===== config.mk =====
export PLATFORM = sky130hd
export DESIGN_NAME = simd_op_sequencer_flat
export DESIGN_NICKNAME = d
export VERILOG_FILES = /design/src/rtl/simd_op_sequencer_pkg.sv /design/src/rtl/simd_op_sequencer_if.sv /design/src/rtl/simd_op_sequencer_sync_fifo.sv /design/src/rtl/simd_op_sequencer.sv /design/src/flat_wrapper.sv
export SDC_FILE = /design/constraint.sdc
export NUM_CORES = 1
export LEC_CHECK = 0
export BUFFER_PORTS_ARGS = -buffer_cell sky130_fd_sc_hd__buf_2
export CORE_AREA = 2 2 129 131
export CTS_BUF_LIST = sky130_fd_sc_hd__clkbuf_8
export CTS_CLUSTER_SIZE = 8
export DETAILED_ROUTE_END_ITERATION = 12
export DIE_AREA = 0 0 131 133
export GPL_ROUTABILITY_DRIVEN = 0
export PLACE_DENSITY_LB_ADDON = 0.15
export SETUP_SLACK_MARGIN = 0.02
export SLEW_MARGIN = 25
export SYNTH_ARGS = -nofsm -noshare
export SYNTH_HDL_FRONTEND = slang
export SYNTH_SLANG_ARGS = --single-unit

===== constraint.sdc =====
create_clock -name clk -period 5.05 [get_ports clk]
set_input_delay 0.505 -clock clk [delete_from_list [all_inputs] [get_ports clk]]
set_output_delay 0.505 -clock clk [all_outputs]
set_load 0.01 [all_outputs]

===== src/rtl/simd_op_sequencer_pkg.sv =====
// Shared opcode, state and width definitions for the per-lane SIMD op sequencer.
package simd_op_sequencer_pkg;

  localparam int DEF_DATA_W  = 16;
  localparam int DEF_ADDR_W  = 5;
  localparam int DEF_INSTR_W = 3 + 3 * DEF_ADDR_W + DEF_DATA_W;

  localparam logic [2:0] OP_NOP    = 3'd0;
  localparam logic [2:0] OP_ADD    = 3'd1;
  localparam logic [2:0] OP_SUB    = 3'd2;
  localparam logic [2:0] OP_BITREV = 3'd3;
  localparam logic [2:0] OP_MUL    = 3'd4;
  localparam logic [2:0] OP_LDI    = 3'd5;

  typedef enum logic [1:0] {
    ST_IDLE = 2'd0,
    ST_READ = 2'd1,
    ST_EXEC = 2'd2,
    ST_WB   = 2'd3
  } state_e;

  function automatic logic is_alu_op(input logic [2:0] op);
    return (op == OP_ADD) || (op == OP_SUB) || (op == OP_BITREV) || (op == OP_MUL);
  endfunction

endpackage


===== src/rtl/simd_op_sequencer_if.sv =====
// Decoded-instruction handshake from the dispatcher into one lane sequencer.
interface simd_op_sequencer_if #(
  parameter int DATA_W = 16,
  parameter int ADDR_W = 5
);
  logic              instr_valid;
  logic              instr_ready;
  logic [2:0]        instr_op;
  logic [ADDR_W-1:0] instr_rd;
  logic [ADDR_W-1:0] instr_rs1;
  logic [ADDR_W-1:0] instr_rs2;
  logic [DATA_W-1:0] instr_imm;

  modport master (
    output instr_valid, instr_op, instr_rd, instr_rs1, instr_rs2, instr_imm,
    input  instr_ready
  );

  modport slave (
    input  instr_valid, instr_op, instr_rd, instr_rs1, instr_rs2, instr_imm,
    output instr_ready
  );
endinterface


===== src/rtl/simd_op_sequencer_sync_fifo.sv =====
// Pointer-plus-count synchronous FIFO; head word visible on rdata while non-empty.
module simd_op_sequencer_sync_fifo #(
  parameter int WIDTH = 34,
  parameter int DEPTH = 4
) (
  input  logic             clk,
  input  logic             rst,
  input  logic             push,
  input  logic [WIDTH-1:0] wdata,
  input  logic             pop,
  output logic [WIDTH-1:0] rdata,
  output logic             full,
  output logic             empty
);
  localparam int PW = $clog2(DEPTH);

  logic [WIDTH-1:0] mem [DEPTH];
  logic [PW-1:0]    wr_ptr_q, wr_ptr_d, rd_ptr_q, rd_ptr_d;
  logic [PW:0]      cnt_q, cnt_d;
  logic             push_ok, pop_ok;

  assign full    = (cnt_q == (PW+1)'(DEPTH));
  assign empty   = (cnt_q == '0);
  assign push_ok = push & ~full;
  assign pop_ok  = pop & ~empty;
  assign rdata   = mem[rd_ptr_q];

  always_comb begin
    wr_ptr_d = wr_ptr_q;
    rd_ptr_d = rd_ptr_q;
    cnt_d    = cnt_q;
    if (push_ok) wr_ptr_d = wr_ptr_q + 1'b1;
    if (pop_ok)  rd_ptr_d = rd_ptr_q + 1'b1;
    unique case ({push_ok, pop_ok})
      2'b10:   cnt_d = cnt_q + 1'b1;
      2'b01:   cnt_d = cnt_q - 1'b1;
      default: cnt_d = cnt_q;
    endcase
  end

  always_ff @(posedge clk) begin
    if (!rst) begin
      wr_ptr_q <= '0;
      rd_ptr_q <= '0;
      cnt_q    <= '0;
    end else begin
      wr_ptr_q <= wr_ptr_d;
      rd_ptr_q <= rd_ptr_d;
      cnt_q    <= cnt_d;
    end
  end

  // Storage needs no reset; occupancy is governed entirely by cnt_q.
  always_ff @(posedge clk) begin
    if (push_ok) mem[wr_ptr_q] <= wdata;
  end

endmodule


===== src/rtl/simd_op_sequencer.sv =====
// Per-lane instruction sequencer: FIFO-buffered decode, then READ/EXEC/WB with one op in flight.
module simd_op_sequencer
  import simd_op_sequencer_pkg::*;
#(
  parameter int FIFO_DEPTH = 4,
  parameter int DATA_W     = DEF_DATA_W,
  parameter int ADDR_W     = DEF_ADDR_W
) (
  input  logic                 clk,
  input  logic                 rst,
  simd_op_sequencer_if.slave   instr,
  output logic [ADDR_W-1:0]    rs1,
  output logic [ADDR_W-1:0]    rs2,
  output logic [ADDR_W-1:0]    rd,
  output logic                 rs1_rd_en,
  output logic                 rs2_rd_en,
  output logic                 rd_wr_en,
  output logic [DATA_W-1:0]    wr_data,
  output logic                 Radd_en,
  output logic                 Rsub_en,
  output logic                 bitrev_en,
  output logic                 mul_en,
  input  logic [DATA_W-1:0]    alu_result,
  output logic                 res_valid,
  output logic [DATA_W-1:0]    res_data,
  output logic [ADDR_W-1:0]    res_rd,
  output logic                 illegal_op,
  output logic [15:0]          retired_cnt
);
  localparam int IW = 3 + 3 * ADDR_W + DATA_W;

  logic [IW-1:0]     push_word, head;
  logic              full, empty, pop;
  logic [2:0]        head_op;
  logic [ADDR_W-1:0] head_rd, head_rs1, head_rs2;
  logic [DATA_W-1:0] head_imm;

  state_e            state_q, state_d;
  logic [2:0]        op_q, op_d;
  logic [ADDR_W-1:0] cur_rd_q, cur_rd_d;
  logic [ADDR_W-1:0] rs1_q, rs1_d, rs2_q, rs2_d, rd_q, rd_d;
  logic [DATA_W-1:0] res_q, res_d;
  logic              illegal_q, illegal_d;
  logic [15:0]       cnt_q, cnt_d;
  logic              busy;

  assign push_word = {instr.instr_op, instr.instr_rd, instr.instr_rs1,
                      instr.instr_rs2, instr.instr_imm};
  assign head_op   = head[IW-1 -: 3];
  assign head_rd   = head[IW-4 -: ADDR_W];
  assign head_rs1  = head[IW-4-ADDR_W -: ADDR_W];
  assign head_rs2  = head[DATA_W+ADDR_W-1 -: ADDR_W];
  assign head_imm  = head[DATA_W-1:0];

  assign instr.instr_ready = ~full;

  simd_op_sequencer_sync_fifo #(
    .WIDTH (IW),
    .DEPTH (FIFO_DEPTH)
  ) u_fifo (
    .clk   (clk),
    .rst   (rst),
    .push  (instr.instr_valid & ~full),
    .wdata (push_word),
    .pop   (pop),
    .rdata (head),
    .full  (full),
    .empty (empty)
  );

  always_comb begin
    state_d   = state_q;
    pop       = 1'b0;
    op_d      = op_q;
    cur_rd_d  = cur_rd_q;
    rs1_d     = rs1_q;
    rs2_d     = rs2_q;
    rd_d      = rd_q;
    res_d     = res_q;
    illegal_d = 1'b0;
    cnt_d     = cnt_q;
    unique case (state_q)
      ST_IDLE: begin
        if (!empty) begin
          pop      = 1'b1;
          op_d     = head_op;
          cur_rd_d = head_rd;
          if (is_alu_op(head_op)) begin
            rs1_d   = head_rs1;
            rs2_d   = head_rs2;
            state_d = ST_READ;
          end else if (head_op == OP_LDI) begin
            res_d   = head_imm;
            rd_d    = head_rd;
            state_d = ST_WB;
          end else if (head_op == OP_NOP) begin
            cnt_d = cnt_q + 16'd1;
          end else begin
            illegal_d = 1'b1;
          end
        end
      end
      ST_READ: state_d = ST_EXEC;
      ST_EXEC: begin
        res_d   = alu_result;
        rd_d    = cur_rd_q;
        state_d = ST_WB;
      end
      ST_WB: begin
        cnt_d   = cnt_q + 16'd1;
        state_d = ST_IDLE;
      end
      default: state_d = ST_IDLE;
    endcase
  end

  always_ff @(posedge clk) begin
    if (!rst) begin
      state_q   <= ST_IDLE;
      op_q      <= OP_NOP;
      cur_rd_q  <= '0;
      rs1_q     <= '0;
      rs2_q     <= '0;
      rd_q      <= '0;
      res_q     <= '0;
      illegal_q <= 1'b0;
      cnt_q     <= '0;
    end else begin
      state_q   <= state_d;
      op_q      <= op_d;
      cur_rd_q  <= cur_rd_d;
      rs1_q     <= rs1_d;
      rs2_q     <= rs2_d;
      rd_q      <= rd_d;
      res_q     <= res_d;
      illegal_q <= illegal_d;
      cnt_q     <= cnt_d;
    end
  end

  // Operands and enables are held across READ and EXEC for registered RF reads.
  assign busy      = (state_q == ST_READ) || (state_q == ST_EXEC);
  assign rs1_rd_en = busy;
  assign rs2_rd_en = busy;
  assign Radd_en   = busy && (op_q == OP_ADD);
  assign Rsub_en   = busy && (op_q == OP_SUB);
  assign bitrev_en = busy && (op_q == OP_BITREV);
  assign mul_en    = busy && (op_q == OP_MUL);

  assign rd_wr_en    = (state_q == ST_WB);
  assign res_valid   = (state_q == ST_WB);
  assign rs1         = rs1_q;
  assign rs2         = rs2_q;
  assign rd          = rd_q;
  assign res_rd      = rd_q;
  assign wr_data     = res_q;
  assign res_data    = res_q;
  assign illegal_op  = illegal_q;
  assign retired_cnt = cnt_q;

endmodule


===== src/flat_wrapper.sv =====
// flat-port wrapper written by rule: the top's interface ports become plain ports
module simd_op_sequencer_flat import simd_op_sequencer_pkg::*;
#(
  parameter int FIFO_DEPTH = 4,
  parameter int DATA_W     = DEF_DATA_W,
  parameter int ADDR_W     = DEF_ADDR_W
)
  (clk, rst, rs1, rs2, rd, rs1_rd_en, rs2_rd_en, rd_wr_en, wr_data, Radd_en, Rsub_en, bitrev_en, mul_en, alu_result, res_valid, res_data, res_rd, illegal_op, retired_cnt, instr_instr_valid, instr_instr_op, instr_instr_rd, instr_instr_rs1, instr_instr_rs2, instr_instr_imm, instr_instr_ready);
  simd_op_sequencer_if #(.DATA_W(DATA_W), .ADDR_W(ADDR_W)) instr_i ();
  input  logic clk;
  input  logic rst;
  output logic [ADDR_W-1:0] rs1;
  output logic [ADDR_W-1:0] rs2;
  output logic [ADDR_W-1:0] rd;
  output logic rs1_rd_en;
  output logic rs2_rd_en;
  output logic rd_wr_en;
  output logic [DATA_W-1:0] wr_data;
  output logic Radd_en;
  output logic Rsub_en;
  output logic bitrev_en;
  output logic mul_en;
  input  logic [DATA_W-1:0] alu_result;
  output logic res_valid;
  output logic [DATA_W-1:0] res_data;
  output logic [ADDR_W-1:0] res_rd;
  output logic illegal_op;
  output logic [15:0] retired_cnt;
  input wire logic [$bits(instr_i.instr_valid)-1:0] instr_instr_valid;
  input wire logic [$bits(instr_i.instr_op)-1:0] instr_instr_op;
  input wire logic [$bits(instr_i.instr_rd)-1:0] instr_instr_rd;
  input wire logic [$bits(instr_i.instr_rs1)-1:0] instr_instr_rs1;
  input wire logic [$bits(instr_i.instr_rs2)-1:0] instr_instr_rs2;
  input wire logic [$bits(instr_i.instr_imm)-1:0] instr_instr_imm;
  output wire logic [$bits(instr_i.instr_ready)-1:0] instr_instr_ready;
  assign instr_i.instr_valid = instr_instr_valid;
  assign instr_i.instr_op = instr_instr_op;
  assign instr_i.instr_rd = instr_instr_rd;
  assign instr_i.instr_rs1 = instr_instr_rs1;
  assign instr_i.instr_rs2 = instr_instr_rs2;
  assign instr_i.instr_imm = instr_instr_imm;
  assign instr_instr_ready = instr_i.instr_ready;
  simd_op_sequencer #(.FIFO_DEPTH(FIFO_DEPTH), .DATA_W(DATA_W), .ADDR_W(ADDR_W)) u_core (.clk(clk), .rst(rst), .instr(instr_i), .rs1(rs1), .rs2(rs2), .rd(rd), .rs1_rd_en(rs1_rd_en), .rs2_rd_en(rs2_rd_en), .rd_wr_en(rd_wr_en), .wr_data(wr_data), .Radd_en(Radd_en), .Rsub_en(Rsub_en), .bitrev_en(bitrev_en), .mul_en(mul_en), .alu_result(alu_result), .res_valid(res_valid), .res_data(res_data), .res_rd(res_rd), .illegal_op(illegal_op), .retired_cnt(retired_cnt));
endmodule

==> flow_summary.json, run 1 <==
{
  "status": "finished, final reports clean",
  "layout_commonest_cell": "edfxtp_1",
  "slew_viol_final": 0,
  "power.switching_mw": 1.56,
  "setup_violations": 0,
  "dieHeight_microns": 133,
  "vias": 5043,
  "yosys.area.top_type": "edfxtp_1",
  "clk_root_buffer_cell": "clkbuf_8",
  "design_area_sq_mm": 0.00956,
  "grt_antenna_before_repair": 3,
  "fin_nets": 755,
  "synthSimpleGateAreaFrac": 0.0851,
  "grt_pass1_wl_microns": 26200,
  "vdd_drop_max_mv": 0.239,
  "synth_warnings": 0,
  "swShare": 0.320,
  "relSlewSlack": 0.331,
  "drt-wirelength-per-cell_microns": 17.9,
  "synth_top_area_share": 0.490,
  "synth_area_per_cell_sq_um": 14.5,
  "fp.coreArea_sq_mm": 0.0162,
  "area_growth_pct": 14.7,
  "grt_pass1_vias": 5141,
  "drc": 0,
  "min_path_type": "in -> reg",
  "clock.fmax_ghz": 0.317,
  "fin_tns_setup_ps": 0,
  "numCtsBuffers": 31,
  "synth-edff-count": 136,
  "ys.flop_type": "edfxtp_1",
  "worstMarginPinSlew_ps": 1000,
  "dieArea_sq_mm": 0.0174,
  "timing.final.crit_share": 0.625,
  "yosys-top-cells-area": "edfxtp_1 49%, dfxtp_1 16%, mux4_2 9.2%",
  "grt_usage": 0.195,
  "cellLeakagePower_nw": 3.80,
  "critical-path-slowest-cell": "dfxtp_2",
  "dpl.hpwl_microns": 10200,
  "clockBufferDepth": 3,
  "clock_sinks": 203,
  "layout-drive-gt1-share": 0.324,
  "synth_fa_ha_area_frac": 0.0174,
  "drv_cap": 0,
  "fill_cells": 1306,
  "hold_viol_final": 0,
  "end_kind": "register",
  "p_clk_frac": 0.238,
  "start_util": 0.516,
  "critPathArrivalTime_ps": 3600,
  "pwr-share-comb": 0.308,
  "overflow": 0,
  "cp.required_ps": 5500,
  "grt_start_max_net_pins": 72,
  "intPower_mw": 3.32,
  "dpl_cell_area_sq_mm": 0.00903,
  "viasPerCell": 5.39,
  "clock_skew_ps": 33.7,
  "path_clk_slew_ps": 60,
  "async_flop_share": 0,
  "layout_common_cells": "136 x edfxtp_1, 130 x buf_2, 93 x nand2_1",
  "rows": 47,
  "final_util": 0.591,
  "ys_types": 43,
  "seqPwrFrac": 0.454,
  "cp_cell_sequence": "mux4_2 > o41a_1 > or4_1 > a21oi_1",
  "clock_latency_ps": 550,
  "cts_resized": 0,
  "synth_area_sq_mm": 0.00834,
  "drt_wl_total_microns": 16800,
  "cts_hold_buf": 0,
  "dr.pass1.iters": 5,
  "htree_levels": 1,
  "synth_nets": 641,
  "crit_path_start_kind": "register",
  "rsz0062_at_grt": "no",
  "worstPathMaxFanout": 34,
  "antenna_left": 0,
  "io_buffers": 130,
  "synth_mux_area_frac": 0.161,
  "die_w_microns": 131,
  "powerDensity_mw_per_mm2": 510,
  "seq_area_frac_synth": 0.650,
  "max_stage_delay_ps": 960,
  "ys_seq_elements": 203,
  "io_pins": 131,
  "syn_inst": 577,
  "fin_crit_ps": 3160,
  "initialDrtViolationCount": 220,
  "synth-xor-area-share": 0.00525,
  "path_class": "reg -> reg",
  "synth_top_family_by_area": "multiplexers",
  "synth_compound_area_frac": 0.0386,
  "cts_setup_buffers": 0,
  "cts_tree": "yes"
}
[flip-flops by register name, indices dropped and copies added (netlist names), named ones only]
| name | cells |
|---|---|
| u_core.retired_cnt | 16 |
| u_core.cur_rd_q | 5 |
| u_core.rd | 5 |
| u_core.illegal_op | 1 |
| u_core.op_q | 3 |
| u_core.u_fifo.rd_ptr_q | 2 |
| u_core.u_fifo.mem | 136 |
| u_core.u_fifo.wr_ptr_q | 2 |
| u_core.state_q | 2 |
| u_core.u_fifo.cnt_q | 3 |
| u_core.rs1 | 5 |
| u_core.res_data | 16 |
| u_core.rs2 | 5 |
[path summary, 6_finish.rpt]
check	cells after the start	startpoint	to	slack, ps
min reg2reg	2	u_core.cur_rd_q[1]	u_core.cur_rd_q[1]	460
min	1	instr_instr_rd[4]	u_core.u_fifo.mem[1][30]	160
max	4	register	u_core.retired_cnt[9]	1890
max reg2reg	4	register	u_core.retired_cnt[9]	1890
[routing by layer]
metal / track usage / vias up / part of all wire
met1: 0.240 / 2493 / 0.40
li1: - / 2357 / -
met3: 0.0465 / 27 / 0.062
met4: 0.0567 / 2 / 0.016
met2: 0.341 / 164 / 0.52
met5: 0 / - / 0.00042
[power groups by stage]
stage / sequential (mW) / clock (mW) / combinational [mW]
2_1_floorplan: 2.21 / 0 / 1.16
6_report: 2.21 / 1.16 / 1.50
3_3_place_gp: 2.24 / 0 / 1.47
5_1_grt: 2.25 / 1.27 / 1.65
3_5_place_dp: 2.25 / 0 / 1.52
4_1_cts: 2.22 / 1.19 / 1.53
[cell type report]
type	instances	area [sq um]	area share
multi-input combinational	308	2590	0.271
tap	220	275	0.0288
antenna	2	5.00	0.000523
timing repair buffer	134	688	0.0720
sequential	203	5430	0.568
clock inverter	24	90.1	0.00942
inverter	13	48.8	0.00510
clock buffer	32	440	0.0461
[cells by family (layout without fill, tap and decap cells)]
kind of cell,count (synthesis),after routing
fa+ha+maj,11,11
flops,203,203
mux,89,89
other cells,0,2
buf+inv,66,203
simple gates,152,152
xor+xnor,5,5
compound gates,51,51
[critical path, delay by kind of cell, from the launching register on]
kind | cells | cell delay (ps)
flip-flops | 1 | 960
AO/OA/AOI/OAI | 2 | 930
AND/OR/NAND/NOR | 1 | 620
multiplexers | 1 | 530
[metrics by stage]
step           std cells  hold WS (ps)  power, mW  setup WS [ps]
5_1_grt              935           147       5.16           1710
4_1_cts              934           141       4.94           1870
2_1_floorplan        577           433       3.37           2400
6_report             936           163       4.88           1890
3_5_place_dp         878           446       3.77           1890
3_3_place_gp         877           439       3.71           1980
[synthesized netlist by cell type (10+ instances only)]
| master | number |
|---|---|
| edfxtp_1 | 136 |
| nand2_1 | 93 |
| dfxtp_1 | 67 |
| mux4_2 | 34 |
| mux2i_1 | 33 |
| a21oi_1 | 25 |
| buf_4 | 23 |
| mux2_2 | 22 |
| clkbuf_1 | 20 |
| inv_1 | 13 |
| nor2_1 | 11 |
| ha_1 | 10 |
(Power assumes the default switching activity.)
==> inputs of run 2 (changes only) <==
ABC_AREA = 1   (was unset)
CORE_AREA = 2 2 132 134   (was 2 2 129 131)
DIE_AREA = 0 0 134 136   (was 0 0 131 133)
clock period = 3.2 ns   (was 5.05 ns; I/O delays follow)
==> flow_summary.json, run 2 <==
{
  "synth.most_common_cell": "edfxtp_1",
  "syn_inst": 853,
  "design_area_sq_mm": 0.0100,
  "fin_crit_ps": 2450,
  "initialDrtViolationCount": 467,
  "dieArea_sq_mm": 0.0182,
  "final_util": 0.595,
  "finalPower_mw": 8.44,
  "async_flop_share": 0,
  "power.switching_mw": 3.17,
  "insertedDiodeCount": 0,
  "fin_cells": 1221,
  "dpl_cell_area_sq_mm": 0.00936,
  "die_w_microns": 134,
  "crit_buf_inv": 3,
  "critPathArrivalTime_ps": 2130,
  "drc": 0,
  "overflow": 0,
  "crit_family": "buffers and inverters",
  "largest_register_ff_count": 136,
  "grt_pass1_wl_microns": 28900,
  "numPlacedInstances": 1154,
  "yosys-top-cells-area": "edfxtp_1 47%, dfxtp_1 15%, o21ai_0 4.9%",
  "vias": 6131,
  "min_path_type": "in -> reg",
  "path_class": "reg -> out",
  "cp_common_cell": "inv_1",
  "layout_common_cells": "136 x edfxtp_1, 130 x buf_2, 107 x nor2_1",
  "cts_tree": "yes",
  "end_kind": "output pin",
  "grt_usage": 0.202,
  "dp_slack_ps": 885,
  "p_clk_frac": 0.246,
  "drt-wirelength-per-cell_microns": 14.9,
  "synth_area_sq_mm": 0.00871,
  "clock_skew_ps": 17.4,
  "cp_cell_sequence": "inv_1 > ha_1 > inv_1 > nor4_1 > buf_2",
  "synth_top_area_share": 0.469,
  "vdd_drop_max_mv": 0.410,
  "rows": 48,
  "clockBufferDepth": 3,
  "grt_start_max_net_pins": 70,
  "status": "finished, final reports clean",
  "ys_types": 32,
  "swShare": 0.375,
  "dieHeight_microns": 136,
  "fp.coreArea_sq_mm": 0.0169,
  "drt_wl_total_microns": 18200,
  "setup_slack_ps": 751,
  "layout_commonest_cell": "edfxtp_1",
  "ys.flop_type": "edfxtp_1",
  "drv_cap": 0,
  "synth_nets": 917,
  "worstPathMaxFanout": 21,
  "numCtsBuffers": 35,
  "synth-edff-count": 136,
  "seqPwrFrac": 0.410,
  "fin_nets": 1036,
  "cp.required_ps": 2880,
  "worstMarginPinSlew_ps": 723,
  "grt_antenna_before_repair": 0,
  "clk_root_buffer_cell": "clkbuf_8",
  "setup_violations": 0,
  "timing.final.crit_share": 0.765,
  "fin_tns_setup_ps": 0,
  "startpoint": "u_core.state_q[0]",
  "critical-path-slowest-cell": "inv_1",
  "dpl.hpwl_microns": 11000,
  "regMostFlops": "u_core.u_fifo.mem",
  "io_pins": 131,
  "path_clk_slew_ps": 60,
  "clock_latency_ps": 510,
  "cellLeakagePower_nw": 4.05,
  "ys_seq_elements": 203,
  "htree_levels": 2,
  "crit_path_start_kind": "register",
  "yosys.area.top_type": "edfxtp_1",
  "layout-drive-gt1-share": 0.201,
  "max_stage_delay_ps": 550,
  "relSlewSlack": 0.517,
  "viasPerCell": 5.02,
  "intPower_mw": 5.27,
  "synth_common_cells": "136 x edfxtp_1, 111 x nor2_1, 106 x nand2_1",
  "slew_viol_final": 0,
  "grt_pass1_vias": 5602,
  "hold_viol_final": 0,
  "start_util": 0.516,
  "clock_sinks": 203,
  "antenna_left": 0,
  "powerDensity_mw_per_mm2": 840,
  "seq_area_frac_synth": 0.623,
  "dr.pass1.iters": 5,
  "pwr-share-comb": 0.344,
  "area_growth_pct": 15.3,
  "fin_hold_ws_ps": 19.4,
  "synth_area_per_cell_sq_um": 10.2,
  "io_buffers": 130,
  "clock.fmax_ghz": 0.408,
  "rsz0062_at_grt": "no",
  "synth_warnings": 0,
  "hp-start": "instr_instr_imm[11]"
}
[run 2: cell count changes after synthesis, moves of 31 or more]
cell / previous run / this run
mux4_2: 34 / 0
inv_1: 13 / 80
nand3_1: 8 / 54
nor2_1: 11 / 111
o22ai_1: 0 / 31
o21ai_0: 6 / 85
[run 2: layout make-up]
type | instances | area (sq um)
well taps | 225 | 282
fillers | 1471 | 6840
flip-flops and latches | 203 | 5430
repair buffers | 149 | 808
multi-input cells | 500 | 2590
inverters | 83 | 314
clock inverters | 23 | 95.1
clock buffers | 38 | 523
[run 2: repair_timing]
item / in CTS / in global routing
gates resized for setup: 0 / 0
hold buffers: 6 / 0
setup buffers: 0 / 0
hold endpoints to repair: 21 / 0
[run 2: power by group through the flow]
stage	combinational, mW	clock [mW]	sequential, mW
finish	2.90	2.08	3.46
global route	3.30	2.24	3.51
CTS	2.93	2.13	3.46
detailed placement	2.91	0	3.51
global placement	2.87	0	3.50
floorplan	2.21	0	3.55
[run 2: final timing paths]
kind                               to  slack (ps)  cells past startpoint
max                           Radd_en         750                      5
min          u_core.u_fifo.mem[0][11]          20                      1
max reg2reg              u_core.rd[3]         910                     10
min reg2reg             u_core.rs1[0]         440                      2
[run 2: layer usage]
layer,GRT usage,wire [microns],vias up
met5,0,0,-
met4,0.0585,348,0
met3,0.0477,1050,31
met2,0.307,7940,175
met1,0.291,8870,2812
li1,-,-,3113
[run 2: cells by family (layout without fill, tap and decap cells)]
family / count (synthesis) / in the layout / synth area share
DFF: 203 / 203 / 0.623
AOI/OAI and AO/OA: 169 / 169 / 0.103
buffers and inverters: 150 / 293 / 0.0826
xor gates and xnor gates: 14 / 14 / 0.0141
adders and majority gates: 11 / 11 / 0.0167
muxes: 16 / 16 / 0.0184
and+or+nand+nor: 290 / 290 / 0.142
[run 2: worst register-to-register path, cell delays in order, from the launching register on]
cell and delay (ps):
dfxtp_2 350, buf_4 540, nand2_1 100, nand3_1 100
nand2_1 130, inv_1 120, nand4_2 100, nand2_4 200
nand3_4 280, nor2_1 200, nor2_1 60
==> inputs of run 3 (changes only) <==
ABC_AREA = 0   (was 1)
CORE_AREA = 2 2 129 131   (was 2 2 132 134)
DIE_AREA = 0 0 131 133   (was 0 0 134 136)
clock period = 2.6 ns   (was 3.2 ns; I/O delays follow)
==> flow_summary.json, run 3 (same netlist as run 1, synthesis figures left out) <==
{
  "start_util": 0.516,
  "drt-wirelength-per-cell_microns": 17.0,
  "fin_hold_ws_ps": 139,
  "worstMarginPinSlew_ps": 967,
  "area_growth_pct": 22.1,
  "fin_nets": 807,
  "clockBufferDepth": 3,
  "fin_crit_ps": 2460,
  "rsz0062_at_grt": "no",
  "regMostFlops": "u_core.u_fifo.mem",
  "largest_register_ff_count": 136,
  "grt_pass1_vias": 5277,
  "cts_tree": "yes",
  "fin_tns_setup_ps": 0,
  "antenna_left": 0,
  "vdd_drop_max_mv": 0.637,
  "drv_cap": 0,
  "io_pins": 131,
  "cellLeakagePower_nw": 4.06,
  "numCtsBuffers": 35,
  "design_area_sq_mm": 0.0102,
  "dieHeight_microns": 133,
  "clock_sinks": 203,
  "fin_cells": 988,
  "vias": 5221,
  "critical-path-slowest-cell": "o41a_1",
  "dpl.hpwl_microns": 10300,
  "numPlacedInstances": 892,
  "setup_violations": 0,
  "clock_latency_ps": 510,
  "fill_cells": 1275,
  "die_w_microns": 131,
  "dpl_cell_area_sq_mm": 0.00914,
  "hold_viol_final": 0,
  "final_util": 0.629,
  "power.switching_mw": 3.15,
  "rr_worst_depth": 5,
  "drt_wl_total_microns": 16800,
  "finalPower_mw": 10.2,
  "clock.fmax_ghz": 0.406,
  "cp_cell_sequence": "mux4_2 > o41a_1 > buf_4 > o41ai_2 > o311a_1",
  "cp.required_ps": 3050,
  "htree_levels": 2,
  "dieArea_sq_mm": 0.0174,
  "status": "finished, final reports clean",
  "critPathArrivalTime_ps": 2910,
  "setup_slack_ps": 138,
  "fp.coreArea_sq_mm": 0.0162,
  "drc": 0,
  "grt_usage": 0.201,
  "path_clk_slew_ps": 60,
  "p_clk_frac": 0.273,
  "initialDrtViolationCount": 332,
  "clock_skew_ps": 20.0,
  "intPower_mw": 7.10,
  "grt_start_max_net_pins": 51,
  "layout_common_cells": "136 x edfxtp_1, 130 x buf_2, 93 x nand2_1",
  "max_stage_delay_ps": 690,
  "dp_slack_ps": 160,
  "holdPathEnd": "u_core.res_data[5]",
  "relSlewSlack": 0.355,
  "clk_root_buffer_cell": "clkbuf_8",
  "io_buffers": 130,
  "seqPwrFrac": 0.414,
  "path_class": "reg -> reg",
  "viasPerCell": 5.28,
  "hold_depth": 4,
  "rrSetupSlack_ps": 140,
  "dr.pass1.iters": 5,
  "overflow": 0,
  "powerDensity_mw_per_mm2": 1010,
  "layout_commonest_cell": "edfxtp_1",
  "end_kind": "register",
  "grt_antenna_before_repair": 0,
  "grt_pass1_wl_microns": 26800,
  "rows": 47,
  "cts_setup_buffers": 0,
  "crit_path_start_kind": "register",
  "slew_viol_final": 0,
  "layout-drive-gt1-share": 0.340,
  "crit_family": "compound AO/OA/AOI/OAI gates",
  "timing.rr.end": "u_core.retired_cnt[15]",
  "crit_buf_inv": 1,
  "hp-start": "alu_result[5]",
  "insertedDiodeCount": 0,
  "swShare": 0.307,
  "min_path_type": "in -> reg",
  "worstPathMaxFanout": 22,
  "pwr-share-comb": 0.312,
  "timing.final.crit_share": 0.947
}
run 3: cell types whose count changed in the layout (fill, tap and decap cells not counted), sizes merged, moves of 22 or more:
cell         change
dlygate4sd3     +28
inv             -72
mux2            +22
mux4            +34
nand3           -48
nor2           -100
o21ai           -85
o22ai           -31
run 3: layout make-up:
class | count | area, sq um | share of cell area
Timing Repair Buffer | 182 | 1140 | 0.112
Inverter | 13 | 48.8 | 0.00479
Multi-Input combinational cell | 308 | 2590 | 0.254
Tap cell | 220 | 275 | 0.0270
Sequential cell | 203 | 5430 | 0.533
Clock inverter | 19 | 108 | 0.0106
Clock buffer | 43 | 592 | 0.0581
run 3: power groups by stage:
stage / Combinational [mW] / Sequential [mW] / Clock (mW)
2_1_floorplan: 2.26 / 4.30 / 0
3_3_place_gp: 3.12 / 4.28 / 0
3_5_place_dp: 3.17 / 4.32 / 0
4_1_cts: 3.23 / 4.25 / 2.87
5_1_grt: 3.51 / 4.31 / 3.03
6_report: 3.20 / 4.25 / 2.80
run 3: worst max path at each step:
stage	endpoint	cells after the start
2_1_floorplan	u_core.u_fifo.cnt_q[2]	12
3_3_place_gp	u_core.retired_cnt[15]	5
3_5_place_dp	u_core.retired_cnt[15]	5
4_1_cts	u_core.retired_cnt[15]	5
5_1_grt	u_core.u_fifo.cnt_q[2]	9
6_report	u_core.retired_cnt[15]	5
run 3: routing by layer:
layer / vias up / routed length, microns / GRT usage
li1: 2478 / - / -
met1: 2556 / 7050 / 0.260
met2: 163 / 8500 / 0.338
met3: 24 / 977 / 0.0465
met4: 0 / 282 / 0.0615
met5: - / 0 / 0
run 3: what timing repair did:
action                                  CTS  global route
endpoints found under the setup margin    0             1
endpoints found under the hold margin   136             0
hold buffers                             34             0
resized for setup                         0             1
run 3: tightest hold or removal path: stages:
cell and delay (ps):
buf_2 70, mux2_2 130, nand2_1 40, mux2i_1 100
